[src/rtl/shift_rows_pipe.sv]
// Registered ShiftRows / InvShiftRows stage for Rijndael states of NB = 4, 6 or 8 columns.
// The transform is applied before storage; a 2-entry buffer decouples in_ready from out_ready.
module shift_rows_pipe #(
  parameter int NB    = 4,
  parameter int CNT_W = 16
) (
  input  logic                clk,
  input  logic                rst_n,
  input  logic                flush,
  input  logic                in_valid,
  output logic                in_ready,
  input  logic                in_inv,
  input  logic [32*NB-1:0]    in_data,
  output logic                out_valid,
  input  logic                out_ready,
  output logic                out_inv,
  output logic [32*NB-1:0]    out_data,
  output logic [CNT_W-1:0]    blk_cnt
);

  localparam int W = 32 * NB;

  if (!(NB == 4 || NB == 6 || NB == 8)) begin : g_nb_check
    $error("shift_rows_pipe: NB must be 4, 6 or 8");
  end

  logic [W-1:0] shifted;

  // Each output byte picks its source column at elaboration time; only the
  // forward/inverse choice is left as a runtime mux.
  for (genvar r = 0; r < 4; r++) begin : g_row
    localparam int OFF = (NB == 8 && r >= 2) ? r + 1 : r;
    for (genvar c = 0; c < NB; c++) begin : g_col
      localparam int SRC_F = (c + OFF) % NB;
      localparam int SRC_I = (c + NB - OFF) % NB;
      assign shifted[W-1-(c*32+r*8) -: 8] = in_inv ? in_data[W-1-(SRC_I*32+r*8) -: 8]
                                                   : in_data[W-1-(SRC_F*32+r*8) -: 8];
    end
  end

  logic [1:0]   count;
  logic [W-1:0] data0, data1;
  logic         inv0, inv1;
  logic         push, pop;

  assign in_ready  = (count != 2'd2);
  assign out_valid = (count != 2'd0);
  assign out_data  = data0;
  assign out_inv   = inv0;
  assign push      = in_valid & in_ready;
  assign pop       = out_valid & out_ready;

  // Slot 0 is always the head, so the output mux is free.
  always_ff @(posedge clk) begin
    if (!rst_n) begin
      count   <= 2'd0;
      data0   <= '0;
      data1   <= '0;
      inv0    <= 1'b0;
      inv1    <= 1'b0;
      blk_cnt <= '0;
    end else if (flush) begin
      count <= 2'd0;
    end else begin
      if (pop) blk_cnt <= blk_cnt + 1'b1;
      case ({push, pop})
        2'b10: begin
          if (count == 2'd0) begin
            data0 <= shifted;
            inv0  <= in_inv;
          end else begin
            data1 <= shifted;
            inv1  <= in_inv;
          end
          count <= count + 2'd1;
        end
        2'b01: begin
          data0 <= data1;
          inv0  <= inv1;
          count <= count - 2'd1;
        end
        2'b11: begin
          data0 <= shifted;
          inv0  <= in_inv;
        end
        default: ;
      endcase
    end
  end

endmodule

[config.mk]
export PLATFORM = sky130hd
export DESIGN_NAME = shift_rows_pipe
export DESIGN_NICKNAME = d
export VERILOG_FILES = /design/src/rtl/shift_rows_pipe.sv
export SDC_FILE = /design/constraint.sdc
export NUM_CORES = 1
export LEC_CHECK = 0
export CORE_MARGIN = 3
export CORE_UTILIZATION = 25
export DETAILED_ROUTE_END_ITERATION = 7
export PLACE_DENSITY = 0.56
export SETUP_SLACK_MARGIN = 0.15
export SYNTH_ARGS = -nofsm -noshare
export SYNTH_HDL_FRONTEND = slang
export SYNTH_SLANG_ARGS = --single-unit
[constraint.sdc]
create_clock -name clk -period 2.9 [get_ports clk]
set_clock_uncertainty 0.05 [all_clocks]
set_input_delay 0.58 -clock clk [delete_from_list [all_inputs] [get_ports clk]]
set_output_delay 0.58 -clock clk [all_outputs]
set_load 0.05 [all_outputs]
==> results of run 1 <==
cell families after synthesis:
logic type,share of synthesized area (%)
buf+inv,5.403
simple gates,16.57
mux,11.08
flops,46.51
xor+xnor,0.5161
fa+ha+maj,0.4213
compound gates,19.50
worst min-delay path: stages (launching register included):
cell     delay (ps)
dfxtp_1         310
nand2_1          50
a21oi_1          50
final cells by class:
cell class / count / area share [%]
multi-input combinational: 987 / 34.54
sequential: 276 / 33.26
timing repair buffer: 329 / 20.72
clock buffer: 53 / 6.476
tap: 607 / 4.571
clock inverter: 6 / 0.2335
inverter: 6 / 0.1807
antenna: 1 / 0.01506
metal layers:
layer  up-vias  track usage, %  part of all wire, %
met5         -               0                 0.12
met4         6           4.251                  2.2
met3        50           4.429                  7.5
met2       247           20.70                   43
met1      4775           18.89                   47
li1       5252               -                    -
flip-flops by register name, summed over array words and instances (netlist names):
| signal | flops |
|---|---|
| inv1 | 1 |
| data1 | 128 |
| out_inv | 1 |
| blk_cnt | 16 |
| count | 2 |
| out_data | 128 |
per-stage QoR:
step / instance area (um2) / total power [uW] / utilization (%)
detailed placement: 15500 / 6060 / 33.15
global placement: 15500 / 6044 / 33.15
finish: 16610 / 10140 / 35.54
global route: 16610 / 10630 / 35.53
CTS: 16610 / 10340 / 35.53
floorplan: 11880 / 5301 / -
layout by cell type (no fill, tap or decap), types with 5 or more instances in the layout:
master	n
a21oi_1	140
or3_1	9
nor2_1	135
a211oi_2	50
clkdlybuf4s50_1	279
inv_1	5
nand2_1	328
clkbuf_16	37
a211oi_1	79
xor2_1	5
mux2i_1	129
o21ai_0	73
dfxtp_1	276
clkbuf_1	7
clkbuf_8	9
nand3_1	6
buf_4	28
buf_12	22
final timing paths:
path / startpoint / to / slack (ps) / cells after the start
worst min-delay path: out_data[65]$_SDFFE_PN0P_ / out_data[65]$_SDFFE_PN0P_ / 400 / 2
worst max register to register: count[1]$_SDFFE_PP0P_ / data1[5]$_SDFFE_PN0P_ / 810 / 8
worst min register to register: out_data[65]$_SDFFE_PN0P_ / out_data[65]$_SDFFE_PN0P_ / 400 / 2
worst max-delay path: count[0]$_SDFFE_PP0P_ / in_ready / 360 / 2
power by group:
group          internal [uW]  switching (uW)
Sequential              3990             112
Combinational            710            1150
Clock                   2550            1630
Total                   7250            2900
==> run metrics, run 1 <==
Critical Setup Path Class=flop to output port; Iter 0 DRT Violations=595; cell row count=79; Mapped Nets=1,525; yosys warns=0; die area=0.05017 mm2; maximum achievable frequency=393.6 MHz; vias per std cell=4.561; Post-synth ARST share=0%; PD cells=610.5 mW/mm2; setup ws final=359.4 ps; Die Width=224.0 um; most frequent cell after synthesis=nand2_1; register area share after synthesis=46.51%; GP Congestion=0.7419; Inst Count DP=2,205; final setup violation count=0; CTS tree=done; vias in the first global route=10,110; status=finished clean; CP required=2270 ps; nets@finish=1,772; clock sink count=276; syn_area_per_cell=8.565 um2; DP HPWL=24.58 mm; Netlist Area Pre-Place=0.01188 mm2; top cells by count, synth=nand2_1 (329), dfxtp_1 (276), a21oi_1 (140); Synth area leaders=dfxtp_1 (47%), mux2i_1 (11%), nand2_1 (10%); Max FO, Critical Path=5; Initial Util=25.41%; Least-Margin Pin Slew=745.9 ps; storage element area=0.005525 mm2; Worst setup EP type=output port; Port Buffers=280; largest net degree at the start of global routing=67; number of flops mapped to enable cells by yosys=0; ANT nets after route=0; initial antenna violation count=4; ys flop type=dfxtp_1; Clk pin slew, worst setup/hold paths=60 ps; Fillers=4,746; Final Max Slew Viols=0; dpl ws=249.1 ps; MaxCap Viol Count=0; final hold slack=399.8 ps; Largest stage delay, worst path=820 ps; Die Y=224.0 um; period utilisation layout=87.61%; maximum clock insertion buffer count=3; WL/cell=15.59 um; CTS Hold Buffers Added=0; min cycle time layout=2541 ps; Vias=10,330; Post-CTS Setup Repair Bufs=0; core area=0.04675 mm2; Crit-path slowest cell=clkdlybuf4s50_1; crit-path cells=nand2b_1, clkdlybuf4s50_1; clock latency on the worst-skew pair=520 ps; H-tree depth=2; Post-CTS Resized=0; total leakage power=0.005619 uW; I/O pin total=281; Min-Delay Path Class=flop to flop; GR Overflow Total=0; Cells after Synth=1,387; drt pass-1 iters=5; # DRC=0; cts bufs inserted=34; Slew headroom=50.28%; Syn-to-layout area delta=39.85%; WP buf/inv=1; leading area contributor after synthesis=dfxtp_1; post-synth top area share=46.51%; final non-filler cell total=2,265; proportion of layout cells with a drive suffix above 1=9.716%; #FFs+latches synth=276; setup_tns=0 ps; first-pass GRT wire length=56.40 mm; Critical Path AT=1910 ps; final WL=35.32 mm; RSZ-0062 raised after global routing=false; Max IR drop VDD=0.3864 mV; Hold Vio Cnt, Final=0; GRT Resource Usage Total=13.80%; root buf cell=clkbuf_16; CP Launch Type=flop; synth unique cells=34; Largest delay share family, worst path=buffers and inverters; multi-input logic area=0.005739 mm2
Power figures use the tool's default switching activity.
==> inputs of run 2 (changes only) <==
- CELL_PAD_IN_SITES_DETAIL_PLACEMENT: default -> 1
- CELL_PAD_IN_SITES_GLOBAL_PLACEMENT: default -> 2
- PLACE_DENSITY: 0.56 -> 0.8
- SETUP_SLACK_MARGIN: 0.15 -> 0.2
==> run 2 against run 1 <==
Against the previous run: critical path depth unchanged; flip-flop and latch count unchanged; worst setup slack got worse by 45 ps; maximum frequency decreased by 1.7%.
==> run metrics, run 2 (synthesized netlist as in run 1, its figures left out) <==
most common cell after layout, fill and taps aside=nand2_1 (unchanged); first-pass GRT wire length=60.74 mm (was 56.40 mm); core area=0.04675 mm2 (unchanged); CP required=2270 ps (about the same); die area=0.05017 mm2 (unchanged); WP buf/inv=1 (unchanged); Hold Vio Cnt, Final=0 (unchanged); clock sink count=276 (unchanged); min cycle time layout=2586 ps (was 2541 ps); Post-CTS Resized=0 (unchanged); GP Congestion=0.7380 (was 0.7419); final non-filler cell total=2,262 (was 2,265); crit-path cells=nand2b_1, clkdlybuf4s50_1 (unchanged); Least-Margin Pin Slew=751.9 ps (was 745.9 ps); Max IR drop VDD=0.3993 mV (was 0.3864 mV); WL/cell=16.84 um (was 15.59 um); hold path startpoint=out_data[97]$_SDFFE_PN0P_ (was out_data[65]$_SDFFE_PN0P_); Die Y=224.0 um (unchanged); GRT Resource Usage Total=14.88% (was 13.80%); Critical Path AT=1960 ps (was 1910 ps); clock latency on the worst-skew pair=530 ps (was 520 ps); Post-CTS Setup Repair Bufs=0 (unchanged); cts bufs inserted=35 (was 34); Syn-to-layout area delta=39.81% (was 39.85%); worst reg-to-reg setup slack=730 ps (was 810 ps); Largest delay share family, worst path=buffers and inverters (unchanged); DP HPWL=26.48 mm (was 24.58 mm); CTS tree=done (unchanged); Initial Util=25.41% (unchanged); final WL=38.10 mm (was 35.32 mm); CP Launch Type=flop (unchanged); # DRC=0 (unchanged); Port Buffers=280 (unchanged); cell row count=79 (unchanged); vias per std cell=4.646 (was 4.561); Fillers=5,394 (was 4,746); RSZ-0062 raised after global routing=false (unchanged); proportion of layout cells with a drive suffix above 1=9.674% (was 9.716%); total power=10,350 uW (was 10,140 uW); ANT nets after route=0 (unchanged); final setup violation count=0 (unchanged); vias in the first global route=10,970 (was 10,110); PD cells=623.2 mW/mm2 (was 610.5 mW/mm2); largest net degree at the start of global routing=65 (was 67); I/O pin total=281 (unchanged); Final Max Slew Viols=0 (unchanged); Vias=10,510 (was 10,330); nets@finish=1,768 (was 1,772); total leakage power=0.005625 uW (was 0.005619 uW); initial antenna violation count=3 (was 4); Worst setup EP type=output port (unchanged); Clk pin slew, worst setup/hold paths=60 ps (about the same); GR Overflow Total=0 (unchanged); Die Width=224.0 um (unchanged); crit path from=count[0]$_SDFFE_PP0P_ (unchanged); Max FO, Critical Path=5 (unchanged); status=finished clean (unchanged); drt pass-1 iters=4 (was 5); Min-Delay Path Class=flop to flop (unchanged); H-tree depth=2 (unchanged); RR Startpoint=count[0]$_SDFFE_PP0P_ (was count[1]$_SDFFE_PP0P_); Critical Setup Path Class=flop to output port (unchanged); period utilisation layout=89.16% (was 87.61%); CTS Hold Buffers Added=0 (unchanged); commonest non-fill, non-tap cells in the layout=nand2_1 (328), clkdlybuf4s50_1 (279), dfxtp_1 (276) (unchanged); setup_tns=0 ps (unchanged); Slew headroom=49.87% (was 50.28%); MaxCap Viol Count=0 (unchanged); maximum clock insertion buffer count=3 (unchanged); Iter 0 DRT Violations=424 (was 595); Inst Count DP=2,200 (was 2,205); maximum achievable frequency=386.8 MHz (was 393.6 MHz); Crit-path slowest cell=clkdlybuf4s50_1 (unchanged); Largest stage delay, worst path=830 ps (was 820 ps); root buf cell=clkbuf_16 (unchanged)
==> run 2: power by group <==
part / switching, uW / internal, uW / total, uW
Combinational: 1160 / 696 / 1860
Sequential: 123 / 3990 / 4110
Clock: 1690 / 2690 / 4380
==> run 2: worst min-delay path, stage by stage, from the launching register on <==
cell     delay (ps)
dfxtp_1         310
nand2_1          50
a21oi_1          50
==> run 2: area by class of cell <==
cell class	count	area (um2)	share of cell area, %
Multi-Input combinational cell	987	5739	34.55
Timing Repair Buffer	324	3381	20.35
Tap cell	607	759.5	4.572
Inverter	6	30.03	0.1808
Clock inverter	8	76.32	0.4595
Clock buffer	53	1096	6.599
Antenna cell	1	2.502	0.01507
Sequential cell	276	5525	33.27
==> run 2: metrics by stage <==
stage | setup WS, ps | hold slack [ps] | utilization [%] | area [um2]
2_1_floorplan | 641.5 | 386.0 | - | 11880
3_3_place_gp | 210.7 | 390.6 | 33.01 | 15430
3_5_place_dp | 157.2 | 397.3 | 33.01 | 15430
4_1_cts | 264.1 | 405.3 | 35.52 | 16610
5_1_grt | 206.0 | 424.6 | 35.52 | 16610
6_report | 314.5 | 400.9 | 35.53 | 16610
==> run 2: worst paths after layout <==
kind	cells after the start	endpoint
setup / recovery	2	in_ready
hold / removal	2	out_data[97]$_SDFFE_PN0P_
setup reg to reg	7	out_data[12]$_SDFFE_PN0P_
hold reg to reg	2	out_data[97]$_SDFFE_PN0P_
==> run 2: per-layer routing <==
layer  wire length, um  vias to the layer above  part of all wire [%]  GRT usage [%]
met3              2199                       53                   5.8          3.787
met5                 9                        -                 0.024              0
li1                  -                     5235                     -              -
met4               791                        2                   2.1          4.230
met1             18180                     5002                    48          20.16
met2             16920                      218                    44          23.50
